### config.mk
export PLATFORM = sky130hd
export DESIGN_NAME = traffic_light_monitor
export DESIGN_NICKNAME = d
export VERILOG_FILES = /design/src/rtl/traffic_light_monitor.sv
export SDC_FILE = /design/constraint.sdc
export NUM_CORES = 1
export LEC_CHECK = 0
export ABC_AREA = 1
export CAP_MARGIN = 10
export CORE_MARGIN = 2
export CORE_UTILIZATION = 49
export DETAILED_ROUTE_END_ITERATION = 8
export HOLD_SLACK_MARGIN = 0.08
export PLACE_DENSITY = 0.7
export SLEW_MARGIN = 40
export SYNTH_ARGS = -nofsm -noshare
export SYNTH_HDL_FRONTEND = slang
export SYNTH_SLANG_ARGS = --single-unit
### constraint.sdc
create_clock -name clk -period 2.7 [get_ports clk]
set_input_delay 0.27 -clock clk [delete_from_list [all_inputs] [get_ports clk]]
set_output_delay 0.27 -clock clk [all_outputs]
set_load 0.1 [all_outputs]
### src/rtl/traffic_light_monitor.sv
`default_nettype none
// +----------------------------------------------------------------------+
// | Module      : traffic_light_monitor                                  |
// | Description : Watches the north and east light codes of a two-way    |
// |               junction and flags conflicts, illegal codes, bad phase |
// |               order and dwell-time violations. Counts north cycles.  |
// | Revision    : 1.0 - initial release                                  |
// +----------------------------------------------------------------------+
module traffic_light_monitor #(
  parameter int GREEN_MIN  = 5,
  parameter int YELLOW_LEN = 2,
  parameter int TIMEOUT    = 64
) (
  input  logic       clk,
  input  logic       reset,
  input  logic [2:0] north_light,
  input  logic [2:0] east_light,
  output logic       conflict,
  output logic       illegal_code,
  output logic       bad_seq,
  output logic       timing_err,
  output logic       err_sticky,
  output logic [7:0] rotations
);

  localparam int DW = $clog2(TIMEOUT + 1);

  localparam logic [0:0]    c_arm     = 1'b0;
  localparam logic [0:0]    c_run     = 1'b1;
  localparam logic [2:0]    c_red     = 3'b100;
  localparam logic [2:0]    c_yel     = 3'b010;
  localparam logic [2:0]    c_grn     = 3'b001;
  localparam logic [DW-1:0] c_timeout = DW'(TIMEOUT);
  localparam logic [DW-1:0] c_one     = DW'(1);
  localparam logic [31:0]   c_grn_min = 32'(GREEN_MIN);
  localparam logic [31:0]   c_yel_len = 32'(YELLOW_LEN);

  // Index 0 is north, index 1 is east.
  logic [2:0] w_code [2];
  logic [1:0] w_ill;
  logic [1:0] w_seq;
  logic [1:0] w_tim;
  logic [1:0] w_r2g;
  logic       w_conflict;
  logic       w_any_err;

  assign w_code[0] = north_light;
  assign w_code[1] = east_light;

  for (genvar gi = 0; gi < 2; gi++) begin : g_app
    logic [0:0]    r_state;
    logic [2:0]    r_prev;
    logic [DW-1:0] r_dwell;
    logic          w_onehot;
    logic          w_same;
    logic [31:0]   w_dwell32;
    logic          w_ill_a;
    logic          w_seq_a;
    logic          w_tim_a;
    logic          w_r2g_a;

    assign w_onehot  = (w_code[gi] == c_red) || (w_code[gi] == c_yel) ||
                       (w_code[gi] == c_grn);
    assign w_same    = (w_code[gi] == r_prev);
    assign w_dwell32 = 32'(r_dwell);

    // Classify the current sample against the remembered phase.
    always_comb begin
      w_ill_a = 1'b0;
      w_seq_a = 1'b0;
      w_tim_a = 1'b0;
      w_r2g_a = 1'b0;
      if (!w_onehot) begin
        w_ill_a = 1'b1;
      end else if (r_state == c_run) begin
        if (w_same) begin
          // Fires only on the step into TIMEOUT; saturation stops repeats.
          w_tim_a = (r_dwell == c_timeout - c_one);
        end else begin
          w_seq_a = !(((r_prev == c_grn) && (w_code[gi] == c_yel)) ||
                      ((r_prev == c_yel) && (w_code[gi] == c_red)) ||
                      ((r_prev == c_red) && (w_code[gi] == c_grn)));
          w_tim_a = ((r_prev == c_grn) && (w_dwell32 < c_grn_min)) ||
                    ((r_prev == c_yel) && (w_dwell32 != c_yel_len));
          w_r2g_a = (r_prev == c_red) && (w_code[gi] == c_grn);
        end
      end
    end

    assign w_ill[gi] = w_ill_a;
    assign w_seq[gi] = w_seq_a;
    assign w_tim[gi] = w_tim_a;
    assign w_r2g[gi] = w_r2g_a;

    // Phase tracker: illegal samples leave all history untouched.
    always_ff @(posedge clk) begin
      if (reset) begin
        r_state <= c_arm;
        r_prev  <= 3'b000;
        r_dwell <= '0;
      end else if (w_onehot) begin
        if (r_state == c_arm) begin
          r_state <= c_run;
          r_prev  <= w_code[gi];
          r_dwell <= c_one;
        end else if (w_same) begin
          if (r_dwell != c_timeout) begin
            r_dwell <= r_dwell + c_one;
          end
        end else begin
          r_prev  <= w_code[gi];
          r_dwell <= c_one;
        end
      end
    end
  end

  // Any lit green or yellow bit counts as non-red; works on raw samples.
  assign w_conflict = (|north_light[1:0]) && (|east_light[1:0]);
  assign w_any_err  = w_conflict || (|w_ill) || (|w_seq) || (|w_tim);

  logic       r_conflict;
  logic       r_illegal;
  logic       r_bad_seq;
  logic       r_timing;
  logic       r_sticky;
  logic [7:0] r_rotations;

  // Register the OR of both approaches' flags, sticky error and cycle count.
  always_ff @(posedge clk) begin
    if (reset) begin
      r_conflict  <= 1'b0;
      r_illegal   <= 1'b0;
      r_bad_seq   <= 1'b0;
      r_timing    <= 1'b0;
      r_sticky    <= 1'b0;
      r_rotations <= 8'd0;
    end else begin
      r_conflict <= w_conflict;
      r_illegal  <= |w_ill;
      r_bad_seq  <= |w_seq;
      r_timing   <= |w_tim;
      r_sticky   <= r_sticky || w_any_err;
      if (w_r2g[0]) begin
        r_rotations <= r_rotations + 8'd1;
      end
    end
  end

  assign conflict     = r_conflict;
  assign illegal_code = r_illegal;
  assign bad_seq      = r_bad_seq;
  assign timing_err   = r_timing;
  assign err_sticky   = r_sticky;
  assign rotations    = r_rotations;

endmodule
`default_nettype wire
[Word level (Yosys, flattened, before mapping)]
Index checks and enable logic that the tools add are counted.
Storage, ports and cells
  register bits after elaboration: 35
  output and inout bits: 13
  word-level logic and storage cells: 104
Cells by class
  add/subtract/negate cells: 3
  $lt $le $gt $ge: 2
  equality and inequality tests: 24
  multiplexer cells: 27
  reduce and logical (&&, ||, !) cells: 36
Operators with widths (number)
  two-way mux 7 bit: 6
  two-way mux 1 bit: 17
  adder 7 x 1 -> 7 bit (second input constant): 2
  == test 7 x 6 -> 1 bit (second input constant): 2
  logical OR 1 bit: 14
  less-than comparator 7 x 3 -> 1 bit (second input constant): 2
  inequality test 7 x 2 -> 1 bit (second input constant): 2
  inequality test 7 bit (second input constant): 2
  == test 3 x 1 -> 1 bit (second input constant): 4
  == test 3 x 2 -> 1 bit (second input constant): 4
  == test 3 bit (second input constant): 4
  two-way mux 3 bit: 4
  logical AND 1 bit: 11
  OR reduction 2 bit: 5
  adder 8 x 1 -> 8 bit (second input constant): 1
  AND reduction 2 bit: 4
  == test 3 bit: 2
  inequality test 3 x 2 -> 1 bit (second input constant): 2
  inequality test 2 bit (second input constant): 2
  logical NOT 1 bit: 2

[Logic depth before layout (Yosys ltp)]
Gate-level depths: netlist (run 1).
  depth after elaboration: 12
  depth in mapped cells: 11
  gate-level depth less buffers: 11

[Least setup slack after synthesis (run 1)]
Ideal clock, no wire load.
  path kind: flip-flop to flip-flop
  start point: register r_rotations[0], in the netlist rotations[0]
  end point: register r_rotations[7], in the netlist rotations[7]
  setup time: 0.114 ns
  arrival time: 1.916 ns
  data required time: 2.586 ns
  path slack: 0.670 ns
  stages on the path, launching flop included: 7
  path buffers: 0
  clock period less this slack: 2.030 ns
  path through: dfxtp_1 -> nand3_1 -> or2_2 -> nor2_4 -> nand3_2 -> o21ai_1 -> nor2_1
On the way
  cells in the longest elaborated chain, start to end: 1
Ends and longest elaborated chain
  start, declared: RTL line 127  | logic [7:0] r_rotations;
  start signal, assigned: RTL line 145  | r_rotations <= r_rotations + 8'd1;
  adder 8 x 1 -> 8 bit: RTL line 145
No other way between the ends.
A chain may end at the register's enable or synchronous reset.

[Worst setup path in the final report (run 1)]
  start point: input east_light[2]
  end point: register r_sticky, in the netlist err_sticky
On the way
  cells in the longest elaborated chain, start to end: 12
  elaborated cells on any way between the ends: 26
Ends and longest elaborated chain
  start, declared: RTL line 17  | input logic [2:0] east_light,
  == test 3 x 2 -> 1 bit or == test 3 bit (tied branches): RTL line 62, 80, 81
  logical AND 1 bit, on equally long branches: RTL line 80, 81
  logical OR 1 bit: RTL line 80  | w_seq_a = !(((r_prev == c_grn) && (w_code[gi] == c_yel)) ||
  logical OR 1 bit: RTL line 81  | ((r_prev == c_yel) && (w_code[gi] == c_red)) ||
  logical NOT 1 bit: RTL line 80
  two-way mux 1 bit: RTL line 76  | if (w_same) begin
  two-way mux 1 bit: RTL line 75  | end else if (r_state == c_run) begin
  two-way mux 1 bit: RTL line 73  | if (!w_onehot) begin
  OR reduction 2 bit: RTL line 120  | assign w_any_err = w_conflict || (|w_ill) || (|w_seq) || (|w_tim);
  logical OR 1 bit: RTL line 120
  logical OR 1 bit (*): RTL line 120
  logical OR 1 bit (*): RTL line 143  | r_sticky <= r_sticky || w_any_err;
  end signal, assigned: RTL line 143
  end, declared: RTL line 126  | logic r_sticky;
Every way passes the cells marked *; elsewhere a longest branch is shown, timed or not.

==> results of run 1 <==
## through the flow
step | setup slack (ps) | instances | hold slack (ps) | cell area, µm² | total power (W)
floorplan | 670 | 325 | 451 | 2160 | 0.000701
global placement | 907 | 394 | 451 | 2380 | 0.000749
detailed placement | 877 | 394 | 453 | 2380 | 0.000751
CTS | 1190 | 402 | 464 | 2460 | 0.00112
global route | 1030 | 402 | 488 | 2460 | 0.00116
finish | 1190 | 402 | 460 | 2460 | 0.00111
## worst paths after layout
kind	from	to	slack, ps	cells past startpoint
min reg2reg	rotations[4]	rotations[4]	460	2
min	rotations[4]	rotations[4]	460	2
max reg2reg	g_app[1].r_dwell[1]	g_app[1].r_dwell[4]	1280	7
max	east_light[2]	err_sticky	1190	10
## worst max-delay path, cell delays in order
cell	delay, ps
clkdlybuf4s50_1	560
inv_1	80
nand3_1	110
nand3_2	210
inv_1	130
nor2_1	50
nand2_1	90
nand3_1	70
nand2_1	60
nand2_1	60
## metal layers
layer  up-vias  wire (µm)  track usage (%)
met5         -          0                0
met4         0         86             8.33
met3         8        154             5.34
met2        34       2020             30.2
met1       884       2190             24.2
li1       1095          -                -
## power breakdown
| group | switching [W] | internal [W] | total, W |
|---|---|---|---|
| sequential | 0.0000189 | 0.000532 | 0.000551 |
| combinational | 0.000130 | 0.0000570 | 0.000187 |
| clock | 0.000187 | 0.000181 | 0.000368 |
| total | 0.000335 | 0.000770 | 0.00111 |
## layout by cell type (no fill, tap or decap)
master	count
clkbuf_1	2
dfxtp_1	35
clkdlybuf4s50_1	7
o211ai_1	1
clkinv_2	1
a21oi_1	20
or2_2	1
nor3b_1	1
inv_1	36
buf_4	14
clkinv_1	1
nor2_2	3
xnor2_1	2
o21ai_1	8
o21bai_1	1
ha_1	7
o21ai_0	6
nand3_2	3
nand4_1	4
nand2_1	79
nand3_1	41
a31oi_1	1
nand3_4	1
inv_2	8
clkbuf_8	5
nor2_1	30
nor2_4	2
xor2_1	9
nand2_2	3
nand2_4	7
nor3_1	11
## area by class of cell
class / instances / area (µm²)
tap: 52 / 65.1
multi-input combinational: 241 / 1270
timing repair buffer: 21 / 175
inverter: 45 / 169
clock buffer: 7 / 76.3
sequential: 35 / 701
fill: 431 / 1830
clock inverter: 1 / 5.00
## flip-flops by register name (all words and copies together) (netlist names)
register	count
rotations	8
timing_err	1
g_app.r_state	2
g_app.r_prev	6
illegal_code	1
err_sticky	1
bad_seq	1
g_app.r_dwell	14
conflict	1
## logic make-up after synthesis
group	count (synthesis)	share of synthesized area (%)
and+or+nand+nor	186	41.5
DFF	35	32.5
AOI/OAI and AO/OA	37	8.88
buffers and inverters	49	8.59
adders and majority gates	7	4.06
xor gates and xnor gates	11	4.47
==> flow_summary.json, run 1 <==
{
  "synth_area_leader_cell": "dfxtp_1",
  "fin_setup_tns_ps": 0,
  "cp-start-kind": "input port",
  "fin_skew_ps": 2.39,
  "maxCapViolations": 0,
  "syn_inst": 325,
  "numClockSinks": 35,
  "end_kind": "flop",
  "worstSetupPathType": "input port to flop",
  "slew_headroom_pct": 66.3,
  "drc": 0,
  "initial_utilization_pct": 50.2,
  "first_iter_violations": 97,
  "cts_buffer_depth": 2,
  "pwr_density_cell_nw_per_um2": 449,
  "post_cts_buffers": 0,
  "rows": 24,
  "grt_max_degree": 21,
  "tightest_slew_ps": 503,
  "grt_pass1_vias": 1854,
  "wirelength_mm": 4.45,
  "n_antenna_cell": 0,
  "ys_async_sr_fraction_pct": 0,
  "dr.pass1.iters": 4,
  "crit_fanout": 6,
  "port_buffers": 20,
  "cts_resized": 0,
  "ioPinCount": 21,
  "yosys-top-cells-area": "dfxtp_1 (33%), nand2_1 (14%), nand3_1 (9.5%), inv_1 (6.3%), nor2_1 (5.2%)",
  "ys_seq_elements": 35,
  "cts_buffers": 5,
  "gp_congestion": 0.916,
  "grt_pass1_wl_mm": 7.76,
  "die-area_um2": 4950,
  "synth-main-ff-cell": "dfxtp_1",
  "synth_top_area_share_pct": 32.5,
  "period_minus_slack_ps": 1510,
  "fin_util_pct": 57.3,
  "fmax_mhz": 664,
  "rsz0062_at_grt": "no",
  "postRouteAntennaNets": 0,
  "cts_tree": "built",
  "dr_total_vias": 2021,
  "antenna_found_initial": 0,
  "mappedNetlistNets": 340,
  "clockRootBuffer": "clkbuf_8",
  "die_w_um": 70.3,
  "synth-edff-count": 0,
  "grt_usage_pct": 19.1,
  "synth_cell_types": 28,
  "setup_viol_count_final": 0,
  "ys_warn_count": 0,
  "final_max_slew_viol_count": 0,
  "synth-seq-area-share_pct": 32.5,
  "hpwlAfterDp_mm": 3.35,
  "synth.most_common_cell": "nand2_1",
  "grt-ovfl-total": 0,
  "status": "completed",
  "h-tree-depth": 2,
  "crit_required_ps": 2880,
  "synth_commonest_cells": "nand2_1 (79), nand3_1 (41), inv_1 (36)",
  "fp.dieH_um": 70.3,
  "hold_buffers": 0,
  "syn_area_um2": 2160,
  "fin_crit_sh_pct": 55.8,
  "routed_via_density": 5.03,
  "area_growth_pct": 14.2,
  "crit_arrival_ps": 1690,
  "hold_viol": 0,
  "synth.avg_cell_area_um2": 6.63,
  "final_net_count": 364,
  "ir_drop_mv": 0.204,
  "clock_latency_ps": 290,
  "avgRoutedWirePerCell_um": 11.1,
  "hold_class": "flop to flop",
  "clkTransAtPathRegs_ps": 70,
  "drive_above_1_share_pct": 13.7,
  "coreArea_um2": 4290,
  "leakage_nw": 1.09
}
Note: power is estimated with default switching activity, not from simulation.
==> run 2: changes to the inputs <==
PLACE_DENSITY = 0.73   (was 0.7)
clock period = 1.2 ns   (was 2.7 ns; I/O delays follow)
==> run 2 against run 1 <==
The flow now finishes with violations (negative setup slack). Largest cell class unchanged. Cell area up 49%. Cell count grew 16%. Critical path depth shrank 3. Sequential power grew 130%. Routed wire length grew 94%. Via count up 40%. Non-clock buffer count up 61. Sequential cell count did not move. Clock-buffer cell count unchanged.
==> flow_summary.json, run 2 (synthesis gave the netlist of run 1 again) <==
{
  "n_antenna_cell": 0,
  "grt_max_degree": 18,
  "layout_common_cells": "nand2_1 (60), buf_4 (52), nand3_1 (33)",
  "avgRoutedWirePerCell_um": 18.6,
  "cts_tree": "built",
  "dr_total_vias": 2825,
  "rows": 24,
  "final_cells": 466,
  "fin_crit_sh_pct": 127,
  "gp_congestion": 0.906,
  "p_int_w": 0.00202,
  "initial_utilization_pct": 50.2,
  "tightest_slew_ps": 440,
  "clkTransAtPathRegs_ps": 80,
  "netSwitchingFraction_pct": 33.2,
  "min_path_cells": 5,
  "crit_fanout": 5,
  "leakage_nw": 1.59,
  "worstSetupPathType": "flop to flop",
  "cp-start-kind": "flop",
  "rr_worst_depth": 7,
  "antenna_found_initial": 0,
  "numClockSinks": 35,
  "clockPowerShare_pct": 32.9,
  "cts_buffers": 5,
  "wirelength_mm": 8.66,
  "top_register": "g_app.r_dwell",
  "p_seq_share_pct": 41.1,
  "h-tree-depth": 2,
  "crit_required_ps": 1430,
  "grt_pass1_wl_mm": 11.1,
  "maxCapViolations": 0,
  "status": "finished with violations",
  "port_buffers": 20,
  "fin_setup_tns_ps": -3710,
  "grt_usage_pct": 27.9,
  "fmax_mhz": 655,
  "die_w_um": 70.3,
  "mostFrequentLayoutCell": "nand2_1",
  "routed_via_density": 6.06,
  "worst_slack_ps": -327,
  "ioPinCount": 21,
  "switchingPower_w": 0.00101,
  "grt_pass1_vias": 2470,
  "ir_drop_mv": 0.927,
  "postRouteAntennaNets": 0,
  "cts_buffer_depth": 2,
  "area_growth_pct": 70.2,
  "placed_cells": 437,
  "failed_checks": "negative setup slack",
  "first_iter_violations": 303,
  "fin_util_pct": 85.5,
  "hold_class": "input port to flop",
  "fin_skew_ps": 11.2,
  "hold_viol": 0,
  "dr.pass1.iters": 5,
  "slew_headroom_pct": 70.3,
  "hpwlAfterDp_mm": 4.06,
  "period_minus_slack_ps": 1530,
  "pwr_density_cell_nw_per_um2": 826,
  "final_net_count": 428,
  "coreArea_um2": 4290,
  "p_comb_share_pct": 26.0,
  "final_max_slew_viol_count": 0,
  "die-area_um2": 4950,
  "nFillCells": 207,
  "end_kind": "flop",
  "clockRootBuffer": "clkbuf_8",
  "fp.dieH_um": 70.3,
  "drc": 0,
  "drive_above_1_share_pct": 51.0,
  "setup_viol_count_final": 28,
  "crit_arrival_ps": 1760,
  "grt-ovfl-total": 0,
  "clock_latency_ps": 310,
  "rsz0062_at_grt": "yes",
  "largest_reg_flops": 14
}
-- run 2: cell count changes in the layout (fill, tap and decap cells not counted), sizes merged --
cell	delta
buf	+61
clkdlybuf4s50	-6
dlygate4sd2	+5
nand2	+3
clkinv	-1
clkinvlp	+1
dlymetal6s2s	+1
-- run 2: per-stage QoR --
step	hold WS, ps	setup slack, ps	power, W	instance area [µm²]
2_1_floorplan	301	-199	0.00157	2190
3_3_place_gp	497	-396	0.00180	2940
3_5_place_dp	500	-452	0.00181	2940
4_1_cts	444	-100	0.00287	3320
5_1_grt	509	-389	0.00312	3670
6_report	487	-327	0.00303	3670
-- run 2: worst max-delay path: stages, from the launching register on --
cell	delay, ps
dfxtp_4	380
inv_4	70
ha_1	180
nand4_1	180
nand2_4	180
buf_4	140
nand3_1	140
a21oi_2	180
-- run 2: timing repair --
item                       in CTS  in global routing
resized for setup              61                 72
pin swaps                      26                 41
hold buffers                    0                  0
buffers inserted               10                  8
setup endpoints to repair      31                 31
gates cloned                    3                  0
-- run 2: power by group through the flow --
stage          clock, W  combinational (W)  sequential [W]
6_report       0.000997           0.000788         0.00125
5_1_grt         0.00105           0.000826         0.00125
4_1_cts        0.000985           0.000645         0.00124
3_5_place_dp          0           0.000551         0.00126
3_3_place_gp          0           0.000540         0.00126
2_1_floorplan         0           0.000242         0.00133
-- run 2: worst paths after layout --
path                                          start                  end  slack (ps)
worst max register to register  g_app[0].r_dwell[0]  g_app[0].r_dwell[1]        -330
worst min register to register         rotations[2]         rotations[4]         530
worst max-delay path            g_app[0].r_dwell[0]  g_app[0].r_dwell[1]        -330
worst min-delay path                 north_light[0]   g_app[0].r_prev[0]         490
-- run 2: area by class of cell --
| type | instances | area [µm²] | share of cell area, % |
|---|---|---|---|
| multi-input combinational | 244 | 1700 | 46.4 |
| timing repair buffer | 82 | 856 | 23.3 |
| sequential | 35 | 758 | 20.7 |
| inverter | 45 | 184 | 5.01 |
| clock buffer | 7 | 96.3 | 2.63 |
| tap | 52 | 65.1 | 1.77 |
| clock inverter | 1 | 7.51 | 0.205 |
-- run 2: routing by layer --
layer / up-vias / global-route usage [%] / share of wire (%)
li1: 1230 / - / -
met1: 1287 / 31.9 / 36
met2: 229 / 50.7 / 48
met3: 79 / 4.91 / 8.7
met4: 0 / 11.1 / 7.3
met5: - / 0 / 0
